### src/rtl/multdiv_ctrl_if.sv
// Shared types and the execute-stage <-> HI/LO multi-cycle unit interface.
// The type package comes first so the interface and controller can import it.
package multdiv_pkg;
  typedef logic [31:0] word_t;

  typedef enum logic [2:0] {
    MC_MULT  = 3'd0,
    MC_MULTU = 3'd1,
    MC_DIV   = 3'd2,
    MC_DIVU  = 3'd3,
    MC_MADD  = 3'd4,
    MC_MADDU = 3'd5,
    MC_MSUB  = 3'd6,
    MC_MSUBU = 3'd7
  } multicycle_t;

  typedef struct packed {
    logic  valid;
    word_t data;
  } hilo_write_req;
endpackage

interface multdiv_if;
  import multdiv_pkg::*;

  logic          req_valid;
  multicycle_t   req_op;
  word_t         src_a;
  word_t         src_b;
  word_t         hi_in;
  word_t         lo_in;
  logic          flush;
  logic          stall;
  hilo_write_req hi_wr;
  hilo_write_req lo_wr;

  modport master (
    output req_valid, req_op,
    output src_a, src_b,
    output hi_in, lo_in,
    output flush,
    input  stall,
    input  hi_wr, lo_wr
  );

  modport slave (
    input  req_valid, req_op,
    input  src_a, src_b,
    input  hi_in, lo_in,
    input  flush,
    output stall,
    output hi_wr, lo_wr
  );
endinterface

### src/rtl/multdiv_ctrl.sv
// HI/LO multi-cycle sequencer: fixed-latency multiply, 32-step restoring divide.
// Define MULTDIV_MADD_EN to enable MADD/MADDU/MSUB/MSUBU accumulate ops.
module multdiv_ctrl
  import multdiv_pkg::*;
#(
  parameter int MUL_CYCLES = 3
) (
  input  logic     clk,
  input  logic     reset,
  multdiv_if.slave bus
);

  typedef enum logic [1:0] {
    S_IDLE,
    S_MUL,
    S_DIV,
    S_DONE
  } state_t;

  state_t      state_q, state_d;
  logic [5:0]  cnt_q;
  logic [63:0] res_q;
  multicycle_t op_q;
  word_t       a_q, b_q;
  logic        neg_q_q, neg_r_q;
`ifdef MULTDIV_MADD_EN
  word_t       hi_q, lo_q;
`endif

  logic legal, is_div, accept, div_sgn;

  always_comb begin
    is_div  = (bus.req_op == MC_DIV) ||
              (bus.req_op == MC_DIVU);
    div_sgn = (bus.req_op == MC_DIV);
`ifdef MULTDIV_MADD_EN
    legal   = 1'b1;
`else
    legal   = ~bus.req_op[2];
`endif
  end

  always_comb begin
    state_d = state_q;
    accept  = 1'b0;
    unique case (state_q)
      S_IDLE: begin
        if (bus.req_valid && legal) begin
          accept  = 1'b1;
          state_d = is_div ? S_DIV : S_MUL;
        end
      end
      S_MUL: if (cnt_q == 6'd0) state_d = S_DONE;
      S_DIV: if (cnt_q == 6'd0) state_d = S_DONE;
      S_DONE: state_d = S_IDLE;
      default: state_d = S_IDLE;
    endcase
    if (bus.flush) begin
      accept  = 1'b0;
      state_d = S_IDLE;
    end
  end

  always_ff @(posedge clk) begin
    if (reset) state_q <= S_IDLE;
    else       state_q <= state_d;
  end

  // Multiply: sign-extend to 64 bits so one multiplier serves both forms.
  logic        mul_sgn;
  logic [63:0] sx_a, sx_b, prod, mul_res;

  always_comb begin
    mul_sgn = (op_q == MC_MULT) ||
              (op_q == MC_MADD) ||
              (op_q == MC_MSUB);
    sx_a = {{32{a_q[31] & mul_sgn}}, a_q};
    sx_b = {{32{b_q[31] & mul_sgn}}, b_q};
    prod = sx_a * sx_b;
`ifdef MULTDIV_MADD_EN
    unique case (op_q)
      MC_MADD, MC_MADDU: mul_res = {hi_q, lo_q} + prod;
      MC_MSUB, MC_MSUBU: mul_res = {hi_q, lo_q} - prod;
      default:           mul_res = prod;
    endcase
`else
    mul_res = prod;
`endif
  end

  // Divide step: res_q holds {partial remainder, dividend/quotient shift}.
  logic [32:0] rem_sh, diff;
  logic        ge;
  word_t       rem_n, quo_n, rem_f, quo_f;

  always_comb begin
    rem_sh = {res_q[63:32], res_q[31]};
    diff   = rem_sh - {1'b0, b_q};
    ge     = ~diff[32];
    rem_n  = ge ? diff[31:0] : rem_sh[31:0];
    quo_n  = {res_q[30:0], ge};
    quo_f  = neg_q_q ? (32'd0 - quo_n) : quo_n;
    rem_f  = neg_r_q ? (32'd0 - rem_n) : rem_n;
  end

  function automatic word_t mag(input word_t v, input logic sgn);
    return (sgn && v[31]) ? (32'd0 - v) : v;
  endfunction

  always_ff @(posedge clk) begin
    if (reset) begin
      cnt_q   <= 6'd0;
      res_q   <= 64'd0;
      op_q    <= MC_MULT;
      a_q     <= '0;
      b_q     <= '0;
      neg_q_q <= 1'b0;
      neg_r_q <= 1'b0;
`ifdef MULTDIV_MADD_EN
      hi_q    <= '0;
      lo_q    <= '0;
`endif
    end else if (accept) begin
      op_q <= bus.req_op;
      if (is_div) begin
        cnt_q   <= 6'd31;
        res_q   <= {32'd0, mag(bus.src_a, div_sgn)};
        b_q     <= mag(bus.src_b, div_sgn);
        neg_q_q <= div_sgn & (bus.src_a[31] ^ bus.src_b[31]);
        neg_r_q <= div_sgn & bus.src_a[31];
      end else begin
        cnt_q <= 6'(MUL_CYCLES - 1);
        a_q   <= bus.src_a;
        b_q   <= bus.src_b;
      end
`ifdef MULTDIV_MADD_EN
      hi_q <= bus.hi_in;
      lo_q <= bus.lo_in;
`endif
    end else if (state_q == S_MUL) begin
      res_q <= mul_res;
      if (cnt_q != 6'd0) cnt_q <= cnt_q - 6'd1;
    end else if (state_q == S_DIV) begin
      if (cnt_q != 6'd0) begin
        res_q <= {rem_n, quo_n};
        cnt_q <= cnt_q - 6'd1;
      end else begin
        res_q <= {rem_f, quo_f};
      end
    end
  end

  logic wr_en, take;

  always_comb begin
    take  = (state_q == S_IDLE) & bus.req_valid & legal;
    wr_en = (state_q == S_DONE) & ~bus.flush & ~reset;
    bus.stall = ~reset & ~bus.flush &
                (take | (state_q == S_MUL) | (state_q == S_DIV));
    bus.hi_wr.valid = wr_en;
    bus.hi_wr.data  = wr_en ? res_q[63:32] : '0;
    bus.lo_wr.valid = wr_en;
    bus.lo_wr.data  = wr_en ? res_q[31:0] : '0;
  end

endmodule

### src/flat_wrapper.sv
// flat-port wrapper written by rule: the top's interface ports become plain ports
module multdiv_ctrl_flat import multdiv_pkg::*;
#(
  parameter int MUL_CYCLES = 3
)
  (clk, reset, bus_req_valid, bus_req_op, bus_src_a, bus_src_b, bus_hi_in, bus_lo_in, bus_flush, bus_stall, bus_hi_wr, bus_lo_wr);
  multdiv_if bus_i ();
  input  logic clk;
  input  logic reset;
  input wire logic [$bits(bus_i.req_valid)-1:0] bus_req_valid;
  input wire logic [$bits(bus_i.req_op)-1:0] bus_req_op;
  input wire logic [$bits(bus_i.src_a)-1:0] bus_src_a;
  input wire logic [$bits(bus_i.src_b)-1:0] bus_src_b;
  input wire logic [$bits(bus_i.hi_in)-1:0] bus_hi_in;
  input wire logic [$bits(bus_i.lo_in)-1:0] bus_lo_in;
  input wire logic [$bits(bus_i.flush)-1:0] bus_flush;
  output wire logic [$bits(bus_i.stall)-1:0] bus_stall;
  output wire logic [$bits(bus_i.hi_wr)-1:0] bus_hi_wr;
  output wire logic [$bits(bus_i.lo_wr)-1:0] bus_lo_wr;
  assign bus_i.req_valid = bus_req_valid;
  assign bus_i.req_op = bus_req_op;
  assign bus_i.src_a = bus_src_a;
  assign bus_i.src_b = bus_src_b;
  assign bus_i.hi_in = bus_hi_in;
  assign bus_i.lo_in = bus_lo_in;
  assign bus_i.flush = bus_flush;
  assign bus_stall = bus_i.stall;
  assign bus_hi_wr = bus_i.hi_wr;
  assign bus_lo_wr = bus_i.lo_wr;
  multdiv_ctrl #(.MUL_CYCLES(MUL_CYCLES)) u_core (.clk(clk), .reset(reset), .bus(bus_i));
endmodule
### config.mk
export PLATFORM = sky130hd
export DESIGN_NAME = multdiv_ctrl_flat
export DESIGN_NICKNAME = d
export VERILOG_FILES = /design/src/rtl/multdiv_ctrl_if.sv /design/src/rtl/multdiv_ctrl.sv /design/src/flat_wrapper.sv
export SDC_FILE = /design/constraint.sdc
export NUM_CORES = 2
export LEC_CHECK = 0
export ABC_AREA = 1
export BUFFER_PORTS_ARGS = -buffer_cell sky130_fd_sc_hd__buf_2
export CORE_UTILIZATION = 55
export DETAILED_ROUTE_END_ITERATION = 8
export GPL_TIMING_DRIVEN = 0
export PLACE_DENSITY_LB_ADDON = 0.08
export RECOVER_POWER = 50
export SLEW_MARGIN = 10
export SYNTH_ARGS = -nofsm -noshare
export SYNTH_HDL_FRONTEND = slang
export SYNTH_SLANG_ARGS = --single-unit
### constraint.sdc
create_clock -name clk -period 7.71 [get_ports clk]
set_clock_uncertainty 0.15 [all_clocks]
set_input_delay 0.771 -clock clk [delete_from_list [all_inputs] [get_ports clk]]
set_output_delay 0.771 -clock clk [all_outputs]
set_load 0.05 [all_outputs]
==> summary.md <==
| Metric | Value |
|---|---|
| # hold bufs at CTS | 0 |
| Yosys reg bits | 141 |
| Htree depth | 4 |
| CP peak stage delay | about 650 ps |
| Worst path arrival time | ~8600 ps |
| Layout Nets | 8691 |
| Static Leakage | 29.1 nW |
| # port buffers | between 100 and 150 |
| Critical path type | flip-flop to flip-flop |
| Ys Warns | 0 |
| Final hold violations | 0 |
| Area delta synth->final | 14.3% |
| Mapped Cells | 6906 |
| Vias | 47600 |
| Post-synthesis xor/xnor area fraction | between 1 and 1.5% |
| Final setup margin | -687 ps |
| Min Tclk post-route | about 8400 ps |
| Vias/cell | 5.64 |
| Post-synthesis mux area share | 0% |
| CTS tree | built |
| Unrepaired setup endpoints after global routing | yes |
| Detailed Place HPWL | 173 mm |
| Area contributors post-synth | fa_1, inv_1, nand2_1, ha_1, dfxtp_1 |
| Placement Setup Slack | -2850 ps |
| EDFF count, synth | 0 |
| Final GP Congestion | 1.04 |
| Fin Setup TNS | -8160 ps |
| Initial antenna violation count | 11 |
| Net Count, Synth | 8421 |
| Combinational family with the most area after synthesis | adder cells |
| Syn avg cell area | 7.39 um2 |
| Gr ovfl total | 0 |
| Worst setup SP type | flip-flop |
| Finished Cell Area | slightly below 60000 um2 |
| FFs w/ async S/R, synth | 0% |
| Final Slew Violations | 0 |
| Most common cell on crit path | fa_1 |
| Cell variety after synth | 60 |
| Worst skew pair latency | 480 ps |
| TritonCTS buffer count | 17 |
| Clock-pin slew on the worst setup and hold paths | 80 ps |
| CP Capture Type | flip-flop |
| WL final | approximately 210 mm |
| Max VDD drop | around 0.00054 V |
| Syn Std Cell Area | 51100 um2 |
| Rows | 111 |
| First-pass GRT wire length | 304 mm |
| Final period utilization | 109% |
| GRT Resource Usage Total | 44.6% |
| Compound-Gate Fraction of Synth Area | 7.31% |
| Vias in the first global route | 46700 |
| I/O pins | roughly 200 |
| Largest net degree at the start of global routing | 25 |
| Setup-failing EPs final | 23 |
| Final ANT Viol Nets | 0 |
| Primary FF master, synth | dfxtp_1 |
| Cell taking the most area after synthesis | fa_1 |
| Share of the synthesized area in the top cell type | 44.2% |
| Commonest non-fill, non-tap cell in the layout | inv_1 |
| Fraction of layout cells with a size suffix above 1 | 14.4% |
| Slew margin rel. | 7.01% |
| Detailed-route DRC error count | 0 |
| Core box area | 91800 um2 |
| Hold Path Class | flip-flop to flip-flop |
| Area after DPL | 53300 um2 |
| Die height | 307 um |
| Pre-antenna DRT Iters | 6 |
| Post-Synth Adder-Cell Area | 50.4% |
| CP max FO | 5 |
| Synth Area in Simple Gates | ~19% |
| Drt first-iter violations | approximately 5000 |
| Highest-count cells in the layout ignoring fill and taps | inv_1, nand2_1, fa_1 |
| Violated checks | negative setup slack |
| Pwr/cell area | 190 nW/um2 |
| Max Cap Violations | 0 |
| Initial Util | 55.6% |
| Slowest CP cell | fa_2 |
| DR WL/cell | 24.6 um |
| Sequential fraction of the synthesis area | 5.53% |
| Status | complete, but fails checks |
| Achievable Freq | 119 MHz |
| Worst Max-Slew Pin Slew | 1390 ps |
| Sink Count | 141 |
| Chip width | about 300 um |
| Req. time, crit path | between 7000 and 8000 ps |
| Clk buf depth | 2 |
| Die area | 94000 um2 |
| Root Buffer | clkbuf_16 |
## worst max-delay path, delay by kind of cell, from the launching register on
family	cells	cell delay, ps
XOR/XNOR	1	220
flip-flops	1	330
AO/OA/AOI/OAI	7	1370
AND/OR/NAND/NOR	3	360
adder cells (fa/ha/maj)	9	4570
buffers and inverters	11	1240
## through the flow
| step | power, mW | instances | hold slack, ps | util (%) |
|---|---|---|---|---|
| after global routing | 11.9 | 8432 | 341 | 63.5 |
| after global placement | 9.63 | 8286 | 280 | 58.1 |
| after floorplan | 7.26 | 6906 | 266 | - |
| final | 11.1 | 8442 | 328 | 63.6 |
| after detailed placement | 9.63 | 8286 | 285 | 58.1 |
| after CTS | 10.7 | 8368 | 323 | 61.9 |
## cells by family after synthesis
kind of cell             Yosys count
AND/OR/NAND/NOR                 2452
buffers and inverters           2182
adder cells (fa/ha/maj)         1380
AO/OA/AOI/OAI                    678
flip-flops                       141
XOR/XNOR                          73
## final cells by class
| type | count | area (um2) |
|---|---|---|
| repair inverters | 1 | 7.51 |
| well taps | 1243 | 1560 |
| diodes | 10 | 25.0 |
| clock buffers | 17 | 425 |
| fillers | 8493 | 33400 |
| inverters | 1834 | 6920 |
| plain buffers | 282 | 1980 |
| repair buffers | 316 | 2250 |
| multi-input cells | 4583 | 42000 |
| clock inverters | 15 | 141 |
| flip-flops and latches | 141 | 2990 |
## where the power goes
| part | internal [mW] | leakage (nW) | switching (mW) |
|---|---|---|---|
| Combinational | 2.88 | 27.6 | 6.30 |
| Clock | 0.429 | 0.276 | 0.426 |
| Sequential | 0.822 | 1.19 | 0.204 |
## path summary, 6_finish.rpt
check	end	cells past startpoint	start	slack, ps
max reg2reg	u_core.res_q[56]	31	u_core.op_q[2]	-690
min reg2reg	u_core.cnt_q[1]	2	u_core.cnt_q[1]	330
min	u_core.cnt_q[1]	2	u_core.cnt_q[1]	330
max	u_core.res_q[56]	31	u_core.op_q[2]	-690
## state kept, by name (all words and copies together), names as in the netlist
register and cells:
u_core.state_q 2, u_core.a_q 32, u_core.neg_r_q 1, u_core.b_q 32, u_core.op_q 3, u_core.neg_q_q 1
u_core.cnt_q 6, u_core.res_q 64
## Yosys cell counts, types with 3 or more instances
| cell | number |
|---|---|
| inv_1 | 1823 |
| nand2_1 | 1725 |
| fa_1 | 1126 |
| nor2_1 | 394 |
| clkbuf_1 | 324 |
| a21oi_1 | 275 |
| o21ai_0 | 258 |
| ha_1 | 254 |
| nand3_1 | 180 |
| dfxtp_1 | 141 |
| nor3_1 | 52 |
| xnor2_1 | 42 |
| a31oi_1 | 31 |
| xor2_1 | 31 |
| nand4_1 | 22 |
| a21o_1 | 15 |
| nor4_1 | 14 |
| o22ai_1 | 14 |
| buf_1 | 13 |
| o21ai_1 | 13 |
| nand3b_1 | 11 |
| inv_2 | 9 |
| nand2_2 | 9 |
| o211ai_1 | 9 |
| o21bai_1 | 9 |
| and3_1 | 8 |
| nor2_2 | 7 |
| o21a_1 | 7 |
| o21ai_2 | 7 |
| o221ai_1 | 7 |
| a21boi_0 | 6 |
| a221oi_1 | 6 |
| nand2_4 | 6 |
| o32ai_1 | 6 |
| or2_2 | 6 |
| nand3_2 | 5 |
| buf_4 | 4 |
| and2_1 | 3 |
| buf_6 | 3 |
| nand3_4 | 3 |
| nor2_4 | 3 |
## what timing repair did
| action | CTS | global route |
|---|---|---|
| endpoints found under the hold margin | 0 | 0 |
| cloned | 3 | 0 |
| setup endpoints to repair | 50 | 41 |
| resized for setup | 773 | 342 |
| pin swaps | 163 | 120 |
| buffers inserted | 108 | 72 |
## metal layers
| metal | GRT usage, % | part of all wire, % | up-vias |
|---|---|---|---|
| met5 | 0 | 0.065 | - |
| li1 | - | - | 20600 |
| met2 | 66.2 | 43 | 2753 |
| met4 | 25.2 | 6.7 | 18 |
| met1 | 58.6 | 38 | 23600 |
| met3 | 12.9 | 12 | 611 |
No activity file was read; power rests on OpenSTA's default activity.
